===== src/rtl/camera_stream_pkg.sv =====
// Shared constants for the camera stream encoder/decoder pair: marker framing,
// compression mode codes and delta predictor parameters.
package camera_stream_pkg;
  localparam logic [7:0] MARKER_BYTE  = 8'hAA;
  localparam int         MARKER_COUNT = 3;
  localparam logic [2:0] MODE_RAW     = 3'b000;
  localparam logic [2:0] MODE_DOWN    = 3'b100;
  localparam logic [2:0] MODE_DELTA   = 3'b111;
  localparam logic [7:0] DELTA_STEP   = 8'd16;
  localparam int         DELTA_GROUP  = 33;

  typedef enum logic {ST_HUNT = 1'b0, ST_DATA = 1'b1} state_t;

  function automatic logic mode_ok(input logic [2:0] m);
    return (m == MODE_RAW) || (m == MODE_DOWN) || (m == MODE_DELTA);
  endfunction
endpackage


===== src/rtl/delta_step_unit.sv =====
// Saturating +/-DELTA_STEP predictor update used by delta decoding.
module delta_step_unit
  import camera_stream_pkg::*;
(
  input  logic [7:0] pred_i,
  input  logic       dir_i,
  output logic [7:0] pred_o
);
  localparam logic [7:0] HI_LIM = 8'hFF - DELTA_STEP + 8'd1;

  always_comb begin
    if (dir_i) pred_o = (pred_i < HI_LIM)     ? pred_i + DELTA_STEP : 8'hFF;
    else       pred_o = (pred_i >= DELTA_STEP) ? pred_i - DELTA_STEP : 8'h00;
  end
endmodule


===== src/rtl/camera_stream_decoder.sv =====
// Marker-framed camera byte stream decoder: hunts for the AA AA AA marker, then
// expands raw / downsampled / delta-coded bytes into a ready/valid pixel stream.
module camera_stream_decoder
  import camera_stream_pkg::*;
#(
  parameter int FRAME_PIXELS = 76800
) (
  input  logic       pclk,
  input  logic       reset,
  input  logic [7:0] fifo_data,
  input  logic       fifo_empty,
  output logic       fifo_rd_en,
  input  logic [2:0] decode_mode,
  input  logic       pixel_ready,
  output logic [7:0] pixel_out,
  output logic       pixel_valid,
  output logic       frame_start,
  output logic       frame_done,
  output logic       mode_err
);
  localparam int CW = $clog2(FRAME_PIXELS + 1);
  localparam int GW = $clog2(DELTA_GROUP);

  state_t        state_q, state_d;
  logic [1:0]    mark_q, mark_d;
  logic [2:0]    mode_q, mode_d;
  logic [7:0]    hold_byte_q, hold_byte_d;
  logic          hold_full_q, hold_full_d;
  logic          hold_ref_q, hold_ref_d;
  logic [2:0]    sub_q, sub_d;
  logic [GW-1:0] grp_q, grp_d, grp_next;
  logic [CW-1:0] pix_cnt_q, pix_cnt_d;
  logic [7:0]    pred_q, pred_d, pix_q, pix_d;
  logic          fs_q, fs_d, fd_q, fd_d, me_q, me_d;

  logic       pop, accept, last_in_byte, frame_end, marker_done, step_dir;
  logic [7:0] step_out;

  // Only one pixel is generated per cycle, so a single step unit is shared
  // between "first pixel of a newly popped byte" and "next bit of held byte".
  assign step_dir = pop ? fifo_data[7] : hold_byte_q[3'd6 - sub_q];

  delta_step_unit u_step (.pred_i(pred_q), .dir_i(step_dir), .pred_o(step_out));

  always_ff @(posedge pclk) begin
    if (reset) state_q <= ST_HUNT;
    else       state_q <= state_d;
  end

  always_comb begin
    state_d = state_q;
    case (state_q)
      ST_HUNT: if (marker_done && mode_ok(decode_mode)) state_d = ST_DATA;
      ST_DATA: if (frame_end) state_d = ST_HUNT;
      default: state_d = ST_HUNT;
    endcase
  end

  always_comb begin
    accept = hold_full_q & pixel_ready;
    case (mode_q)
      MODE_DOWN:  last_in_byte = (sub_q == 3'd1);
      MODE_DELTA: last_in_byte = hold_ref_q | (sub_q == 3'd7);
      default:    last_in_byte = 1'b1;
    endcase
    frame_end   = accept && (pix_cnt_q == CW'(FRAME_PIXELS - 1));
    pop         = !reset && !fifo_empty &&
                  (state_q == ST_HUNT || !hold_full_q || (accept && last_in_byte && !frame_end));
    marker_done = (state_q == ST_HUNT) && pop && (fifo_data == MARKER_BYTE) &&
                  (mark_q == 2'(MARKER_COUNT - 1));
    grp_next    = (grp_q == GW'(DELTA_GROUP - 1)) ? '0 : grp_q + GW'(1);
  end

  always_comb begin
    mark_d      = mark_q;
    mode_d      = mode_q;
    hold_byte_d = hold_byte_q;
    hold_full_d = hold_full_q;
    hold_ref_d  = hold_ref_q;
    sub_d       = sub_q;
    grp_d       = grp_q;
    pix_cnt_d   = pix_cnt_q;
    pred_d      = pred_q;
    pix_d       = pix_q;
    fs_d        = 1'b0;
    fd_d        = 1'b0;
    me_d        = 1'b0;
    if (state_q == ST_HUNT) begin
      if (pop) begin
        if (fifo_data != MARKER_BYTE) mark_d = '0;
        else if (!marker_done)        mark_d = mark_q + 2'd1;
        else begin
          mark_d = '0;
          if (mode_ok(decode_mode)) begin
            mode_d    = decode_mode;
            fs_d      = 1'b1;
            pix_cnt_d = '0;
            grp_d     = '0;
            pred_d    = '0;
          end else begin
            me_d = 1'b1;
          end
        end
      end
    end else begin
      if (accept) begin
        pix_cnt_d = pix_cnt_q + CW'(1);
        if (last_in_byte) hold_full_d = 1'b0;
        else begin
          sub_d = sub_q + 3'd1;
          if (mode_q == MODE_DELTA) begin
            pix_d  = step_out;
            pred_d = step_out;
            grp_d  = grp_next;
          end else begin
            pix_d = {hold_byte_q[3:0], 4'h0};
          end
        end
      end
      // Leftover bits of the final byte are dropped with the frame.
      if (frame_end) begin
        hold_full_d = 1'b0;
        fd_d        = 1'b1;
        mark_d      = '0;
      end
      if (pop) begin
        hold_byte_d = fifo_data;
        hold_full_d = 1'b1;
        hold_ref_d  = 1'b0;
        sub_d       = '0;
        case (mode_q)
          MODE_DOWN: pix_d = {fifo_data[7:4], 4'h0};
          MODE_DELTA: begin
            grp_d = grp_next;
            if (grp_q == '0) begin
              pix_d      = fifo_data;
              pred_d     = fifo_data;
              hold_ref_d = 1'b1;
            end else begin
              pix_d  = step_out;
              pred_d = step_out;
            end
          end
          default: pix_d = fifo_data;
        endcase
      end
    end
  end

  always_ff @(posedge pclk) begin
    if (reset) begin
      mark_q      <= '0;
      mode_q      <= MODE_RAW;
      hold_byte_q <= '0;
      hold_full_q <= 1'b0;
      hold_ref_q  <= 1'b0;
      sub_q       <= '0;
      grp_q       <= '0;
      pix_cnt_q   <= '0;
      pred_q      <= '0;
      pix_q       <= '0;
      fs_q        <= 1'b0;
      fd_q        <= 1'b0;
      me_q        <= 1'b0;
    end else begin
      mark_q      <= mark_d;
      mode_q      <= mode_d;
      hold_byte_q <= hold_byte_d;
      hold_full_q <= hold_full_d;
      hold_ref_q  <= hold_ref_d;
      sub_q       <= sub_d;
      grp_q       <= grp_d;
      pix_cnt_q   <= pix_cnt_d;
      pred_q      <= pred_d;
      pix_q       <= pix_d;
      fs_q        <= fs_d;
      fd_q        <= fd_d;
      me_q        <= me_d;
    end
  end

  always_comb begin
    fifo_rd_en  = pop;
    pixel_out   = pix_q;
    pixel_valid = hold_full_q;
    frame_start = fs_q;
    frame_done  = fd_q;
    mode_err    = me_q;
  end
endmodule


===== config.mk =====
export PLATFORM = sky130hd
export DESIGN_NAME = camera_stream_decoder
export DESIGN_NICKNAME = d
export VERILOG_FILES = /design/src/rtl/camera_stream_pkg.sv /design/src/rtl/delta_step_unit.sv /design/src/rtl/camera_stream_decoder.sv
export SDC_FILE = /design/constraint.sdc
export NUM_CORES = 1
export LEC_CHECK = 0
export ABC_CLOCK_PERIOD_IN_PS = 2950
export CELL_PAD_IN_SITES_DETAIL_PLACEMENT = 1
export CELL_PAD_IN_SITES_GLOBAL_PLACEMENT = 2
export CORE_UTILIZATION = 34
export DETAILED_ROUTE_END_ITERATION = 12
export DONT_BUFFER_PORTS = 1
export GPL_TIMING_DRIVEN = 0
export PLACE_DENSITY_LB_ADDON = 0.1
export SYNTH_ARGS = -nofsm -noshare
export SYNTH_HDL_FRONTEND = slang
export SYNTH_SLANG_ARGS = --single-unit
export TNS_END_PERCENT = 1

===== constraint.sdc =====
create_clock -name pclk -period 2.95 [get_ports pclk]
set_input_delay 0.1475 -clock pclk [delete_from_list [all_inputs] [get_ports pclk]]
set_output_delay 0.1475 -clock pclk [all_outputs]
set_load 0.03 [all_outputs]

; Word level (Yosys, flattened, before mapping)
; Cells that the tools add are included.
; W data, S select, Z words.
[totals]
ff_bits = 61
out_inout_bits = 13
[classes]
addsub = 7
n_lt_le_gt_ge = 3
n_eq_ne = 15
n_mux = 60
bitwise_logic = 6
n_reduce_logical = 34
[ops]
columns = operator, count
row1 = $mux W8, 18
row2 = $mux W17, 6
row3 = $mux W6, 11
row4 = $add A17 B1 Y17 const B, 1
row5 = $eq A17 B17 Y1 const B, 1
row6 = $pmux W8 S2, 1
row7 = $eq A3 B3 Y1 const B, 5
row8 = $mux W1, 13
row9 = $mux W2, 5
row10 = $reduce_and A5 Y1, 2
row11 = $logic_and A1 B1 Y1, 9
row12 = $mux W3, 3
row13 = $add A8 B5 Y8 const B, 1
row14 = $eq A8 B8 Y1 const B, 1
row15 = $ge A8 B5 Y1 const B, 1
row16 = $lt A8 B8 Y1 const B, 1
row17 = $ne A8 B8 Y1 const B, 1
row18 = $reduce_bool A2 Y1, 4
row19 = $sub A8 B5 Y8 const B, 1
row20 = $add A6 B1 Y6 const B, 1
row21 = $eq A6 B6 Y1 const B, 1
row22 = $logic_not A6 Y1, 1
row23 = $reduce_and A3 Y1, 2
row24 = $reduce_bool A3 Y1, 2
row25 = 20 further kinds, 33

; Logic depth before layout (Yosys ltp)
[logic_depth]
word_depth = 15
ltp_mapped = 14
mapped_depth_nobuf = 13

; Hierarchy
; A second synthesis with hierarchy kept.
[hier_totals]
cells_unflattened = 444
hier_area_um2 = 3667.3
[modules_own_cells]
columns = module, instances, cells_each, area_per_inst_um2, seq_area_each_um2
row1 = camera_stream_decoder, 1, 410, 3424.5, 1221.2
row2 = delta_step_unit, 1, 34, 242.7, 0.0

; Worst setup path before layout
; No wires, ideal clock.
[synth_timing]
kind = register to register
from = register sub_q[1]
to = register pix_q[2] (netlist: pixel_out[2])
setup_ns = 0.131
arrival_time_ns = 2.721
t_required_ns = 2.819
setup_slack_ns = 0.099
stages_incl_launch_ff = 11
path_buffers = 0
period_less_slack_ns = 2.851
path_cell_list = dfxtp_1 > inv_1 > ha_1 > mux4_2 > mux2_2 > a211oi_4 > a21oi_2 > o22a_2 > mux2_2 > a221oi_2 > nor3_1
[synth_between]
elab_chain_cells = 13
elab_cells_between_ends = 22
[synth_rtl]
columns = item, line_no
row1 = "start, declared", camera_stream_decoder.sv:30  ; logic [2:0] sub_q, sub_d;
row2 = "start signal, assigned", camera_stream_decoder.sv:171  ; sub_q <= sub_d;
row3 = "parallel branches: the longest is 13 deep, another holds $sub A3 B3 Y3", n/a
row4 = "end signal, assigned", camera_stream_decoder.sv:175  ; pix_q <= pix_d;
row5 = "end, declared", camera_stream_decoder.sv:33  ; logic [7:0] pred_q, pred_d, pix_q, pix_d;
; Parallel ways; which one is timed is not known. The select of a mux whose other input is x is not followed.
; A chain may end at the register's enable or synchronous reset.

; Final worst setup path
[layout_timing]
from = register pix_cnt_q[0]
to = register pix_q[2] (netlist: pixel_out[2])
[layout_between]
elab_chain_cells = 12
elab_cells_between_ends = 17
[layout_rtl]
columns = item, line_no
row1 = "start, declared", camera_stream_decoder.sv:32  ; logic [CW-1:0] pix_cnt_q, pix_cnt_d;
row2 = "start signal, assigned", camera_stream_decoder.sv:173  ; pix_cnt_q <= pix_cnt_d;
row3 = $eq A17 B17 Y1 *, camera_stream_decoder.sv:66  ; frame_end = accept && (pix_cnt_q == CW'(FRAME_PIXELS - 1));
row4 = $logic_and A1 B1 Y1 *, camera_stream_decoder.sv:66
row5 = $logic_not A1 Y1 *, camera_stream_decoder.sv:68  ; (state_q == ST_HUNT || !hold_full_q || (accept && last_in_byte && !frame_end));
row6 = $logic_and A1 B1 Y1 *, camera_stream_decoder.sv:68
row7 = $logic_or A1 B1 Y1 *, camera_stream_decoder.sv:68
row8 = $logic_and A1 B1 Y1 *, camera_stream_decoder.sv:67  ; pop = !reset && !fifo_empty &&
row9 = $mux W1, camera_stream_decoder.sv:41  ; assign step_dir = pop ? fifo_data[7] : hold_byte_q[3'd6 - sub_q];
row10 = $mux W8, delta_step_unit.sv:12  ; if (dir_i) pred_o = (pred_i < HI_LIM) ? pred_i + DELTA_STEP : 8'hFF;
row11 = $mux W8, camera_stream_decoder.sv:111  ; if (mode_q == MODE_DELTA) begin
row12 = $mux W8, camera_stream_decoder.sv:108  ; if (last_in_byte) hold_full_d = 1'b0;
row13 = $mux W8, camera_stream_decoder.sv:106  ; if (accept) begin
row14 = $mux W8, camera_stream_decoder.sv:126  ; if (pop) begin
; Every way passes the cells marked *; elsewhere a longest branch is shown, timed or not. The select of a mux whose other input is x is not followed.

==> qor.csv <==
stage,metric,value,unit
routing,drt drc,0,
outcome,failing checks,negative setup slack,
routing,routed wl met2,5380,um
worst_hold_path,hold crit path type,in2reg,
cts,CTS H-tree lvls,3,
logic_synthesis,Post-synth ARST share,0,%
floorplan,Die ar.,0.0106,mm2
floorplan,I/O Pins,28,
finish,most frequent cells in the layout,"63 x nand2_1, 56 x dfxtp_1, 53 x nor2_1",
cts,"CTS clk-pin slew, worst paths",70,ps
finish,Final Non-Filler Cells,602,
setup_path,crit path max fanout,8,
finish,"most common cell after layout, fill and taps aside",nand2_1,
sta,setup ws final,-89.1,ps
routing,initial DRC count,134,
logic_synthesis,Post-synth top flop,dfxtp_1,
power,leak pwr,1.45,nW
sta,final setup fails,4,
setup_path,critical path class,reg2reg,
logic_synthesis,Mapped Area,0.00347,mm2
routing,met1 wire length,5440,um
setup_path,Critical Path Max Stage Delay,500,ps
finish,"Area growth, synth to finish",19.0,%
global_route,initial antenna violation count,0,
finish,"Core Util, Final",42.0,%
sta,Relative slew margins,43.4,%
cts,clock latency on the worst-skew pair,340,ps
sta,Worst Tran Pin Value,844,ps
routing,routed via count,3347,
global_route,Total GRT Usage,22.9,%
routing,DR vias/cell,5.56,
cts,clk root buf,clkbuf_8,
logic_synthesis,Syn Nets,464,
setup_path,Critical Path RT,3150,ps
floorplan,Core ar.,0.00982,mm2
routing,drt total wl,11400,um
cts,clk sinks,61,
sta,max frequency,329,MHz
sta,"Hold Violations, Final",0,
global_route,largest net degree at the start of global routing,11,
logic_synthesis,YS warnings,0,
logic_synthesis,Post-synth EDFFs,0,
sta,Tcrit/Tclk final,103,%
routing,ANT nets after route,0,
placement,placed cells,572,
global_route,vias in the first global route,3320,
sta,Period minus WS final,3040,ps
logic_synthesis,Mapped Avg Cell Area,7.90,um2
floorplan,Rows,36,
setup_path,"Data arrival, critical path",3240,ps
setup_path,slowest CP cell,or4_4,
cts,Num CTS Buffers,9,
finish,# diodes,0,
power,maximum vdd ir drop,0.000211,V
placement,dpl hpwl,8420,um
sta,RSZ-0062 raised after global routing,true,
finish,layout cells sized above 1,15.6,%
placement,GP Congestion,0.813,
logic_synthesis,Post-Syn Instances,439,
placement,IO buf count,0,
routing,routed len/inst,19.0,um
power,PD cells,383,mW/mm2
setup_path,crit-path cells,ha_2 > nand2_1 > or3_4 > or4_4 > a211oi_4 > buf_6 > a211oi_4 > o22a_2 > mux2_2 > a221oi_2 > nor3_1,
floorplan,die width,103,um
logic_synthesis,Synth cell types,60,
logic_synthesis,register area share after synthesis,35.2,%
floorplan,Die Span Y,103,um
setup_path,critical path's most frequent cell,a211oi_4,
global_route,first-pass GRT wire length,17900,um
finish,final net count,491,
setup_path,crit start category,flop,
run,max cap viols,0,
setup_path,Crit. End Element,flop,
sta,Worst Skew,7.39,ps
outcome,status,finished with violations,
logic_synthesis,synthesized flop and latch total,61,
routing,metal3 WL,447,um
routing,drt first pass iters,4,
global_route,total gr overflow,0,
sta,fin. max-slew vios,0,
floorplan,Initial Utilization,35.3,%
routing,top routing layer in use,met4,
cts,TritonCTS clock tree,done,
cts,Clock Tree Buf Depth,2,
cell usage after synthesis, drive strengths merged (2+ instances only):
master | instances | area share [%]
o21bai | 2 | 0.43
nand2b | 4 | 0.72
a32oi | 2 | 0.51
or4b | 2 | 0.58
mux2i | 6 | 1.7
a21oi | 46 | 7.1
o32ai | 2 | 0.51
xnor2 | 5 | 1.3
nand3 | 18 | 2.6
o21a | 4 | 0.87
or3 | 11 | 2.0
nor4b | 3 | 0.76
mux4 | 2 | 1.3
a21o | 3 | 0.65
nor4 | 3 | 0.54
buf | 3 | 0.43
o21ai | 16 | 2.3
and2 | 3 | 0.54
ha | 10 | 3.6
nand2 | 64 | 6.9
dfxtp | 61 | 35
o22ai | 3 | 0.54
mux2 | 2 | 0.65
a21boi | 2 | 0.43
xor2 | 12 | 3.0
nor2 | 56 | 6.1
nor3 | 13 | 2.2
o211ai | 6 | 1.3
or2 | 3 | 0.54
nand4 | 5 | 0.90
a221oi | 5 | 1.8
and3 | 5 | 0.90
nor3b | 2 | 0.43
clkbuf | 15 | 1.7
a211oi | 5 | 1.8
a31oi | 7 | 1.3
inv | 12 | 1.4
o31ai | 4 | 0.87
cell type report:
| class | count | area, um2 |
|---|---|---|
| clock buffer | 12 | 155 |
| fill | 1253 | 5690 |
| timing repair buffer | 16 | 149 |
| clock inverter | 2 | 10.0 |
| inverter | 12 | 52.6 |
| sequential | 61 | 1230 |
| tap | 133 | 166 |
| multi-input combinational | 348 | 2280 |
| buffer | 18 | 85.1 |
critical path: cells and delay by family, from the launching register on:
family | cells | cell delay (ps)
flip-flops | 1 | 350
AND/OR/NAND/NOR | 4 | 1000
multiplexers | 1 | 280
adder cells (fa/ha/maj) | 1 | 200
AO/OA/AOI/OAI | 4 | 930
buffers and inverters | 1 | 160
state kept, by name (all words and copies together) (netlist names):
signal and flops:
pixel_out 8, hold_byte_q 8, sub_q 3, pred_q 8
state_q 1, grp_q 6, frame_done 1, mode_q 3
pixel_valid 1, hold_ref_q 1, mark_q 2, frame_start 1
mode_err 1, pix_cnt_q 17
metrics by stage:
step	hold WS, ps	setup TNS (ps)	area, um2	setup WS [ps]	total power, mW
final	44.4	-121	4130	-89.1	1.58
after global routing	72.8	-1680	4130	-209	1.65
after detailed placement	299	-15990	3630	-525	0.909
after floorplan	283	0	3470	98.6	0.889
after global placement	291	-15060	3630	-474	0.908
after CTS	21.9	-417	4040	-87.2	1.61
path summary, 6_finish.rpt:
path                                             startpoint                          end  slack [ps]  cells after the start
worst min register to register  hold_byte_q[7]$_SDFFE_PP0P_  hold_byte_q[7]$_SDFFE_PP0P_         460                      2
worst max register to register    pix_cnt_q[0]$_SDFFE_PP0P_    pixel_out[2]$_SDFFE_PP0P_         -90                     11
worst max-delay path              pix_cnt_q[0]$_SDFFE_PP0P_    pixel_out[2]$_SDFFE_PP0P_         -90                     11
worst min-delay path                           fifo_data[2]    pixel_out[2]$_SDFFE_PP0P_          40                      2
cells by family (layout without fill, tap and decap cells):
kind of cell / Yosys count / after routing / share of synthesized area (%)
AOI/OAI and AO/OA: 114 / 114 / 22.7
xor gates and xnor gates: 17 / 17 / 4.29
adders and majority gates: 10 / 10 / 3.61
buffers and inverters: 30 / 60 / 3.46
DFF: 61 / 61 / 35.2
muxes: 10 / 10 / 3.68
and+or+nand+nor: 197 / 197 / 27.0
power by group:
part | switching [mW] | internal, mW | total (mW) | leakage, nW
sequential | 0.0000172 | 0.822 | 0.822 | 0.494
clock | 0.327 | 0.339 | 0.666 | 0.0881
combinational | 0.0591 | 0.0342 | 0.0933 | 0.864
total | 0.386 | 1.20 | 1.58 | 1.45
metal layers:
metal  vias to the layer above  global-route usage [%]
li1                       1631                       -
met1                      1644                    30.2
met2                        60                    37.9
met3                        12                    4.41
met4                         0                    6.83
met5                         -                       0
timing repair:
action | 4_1_cts | 5_1_grt
hold buffers | 10 | 0
gates cloned | 0 | 0
resized for setup | 27 | 20
buffers inserted | 5 | 1
pin swaps | 7 | 4
endpoints found under the hold margin | 13 | 0
endpoints found under the setup margin | 52 | 46
No activity file was read; power rests on OpenSTA's default activity.
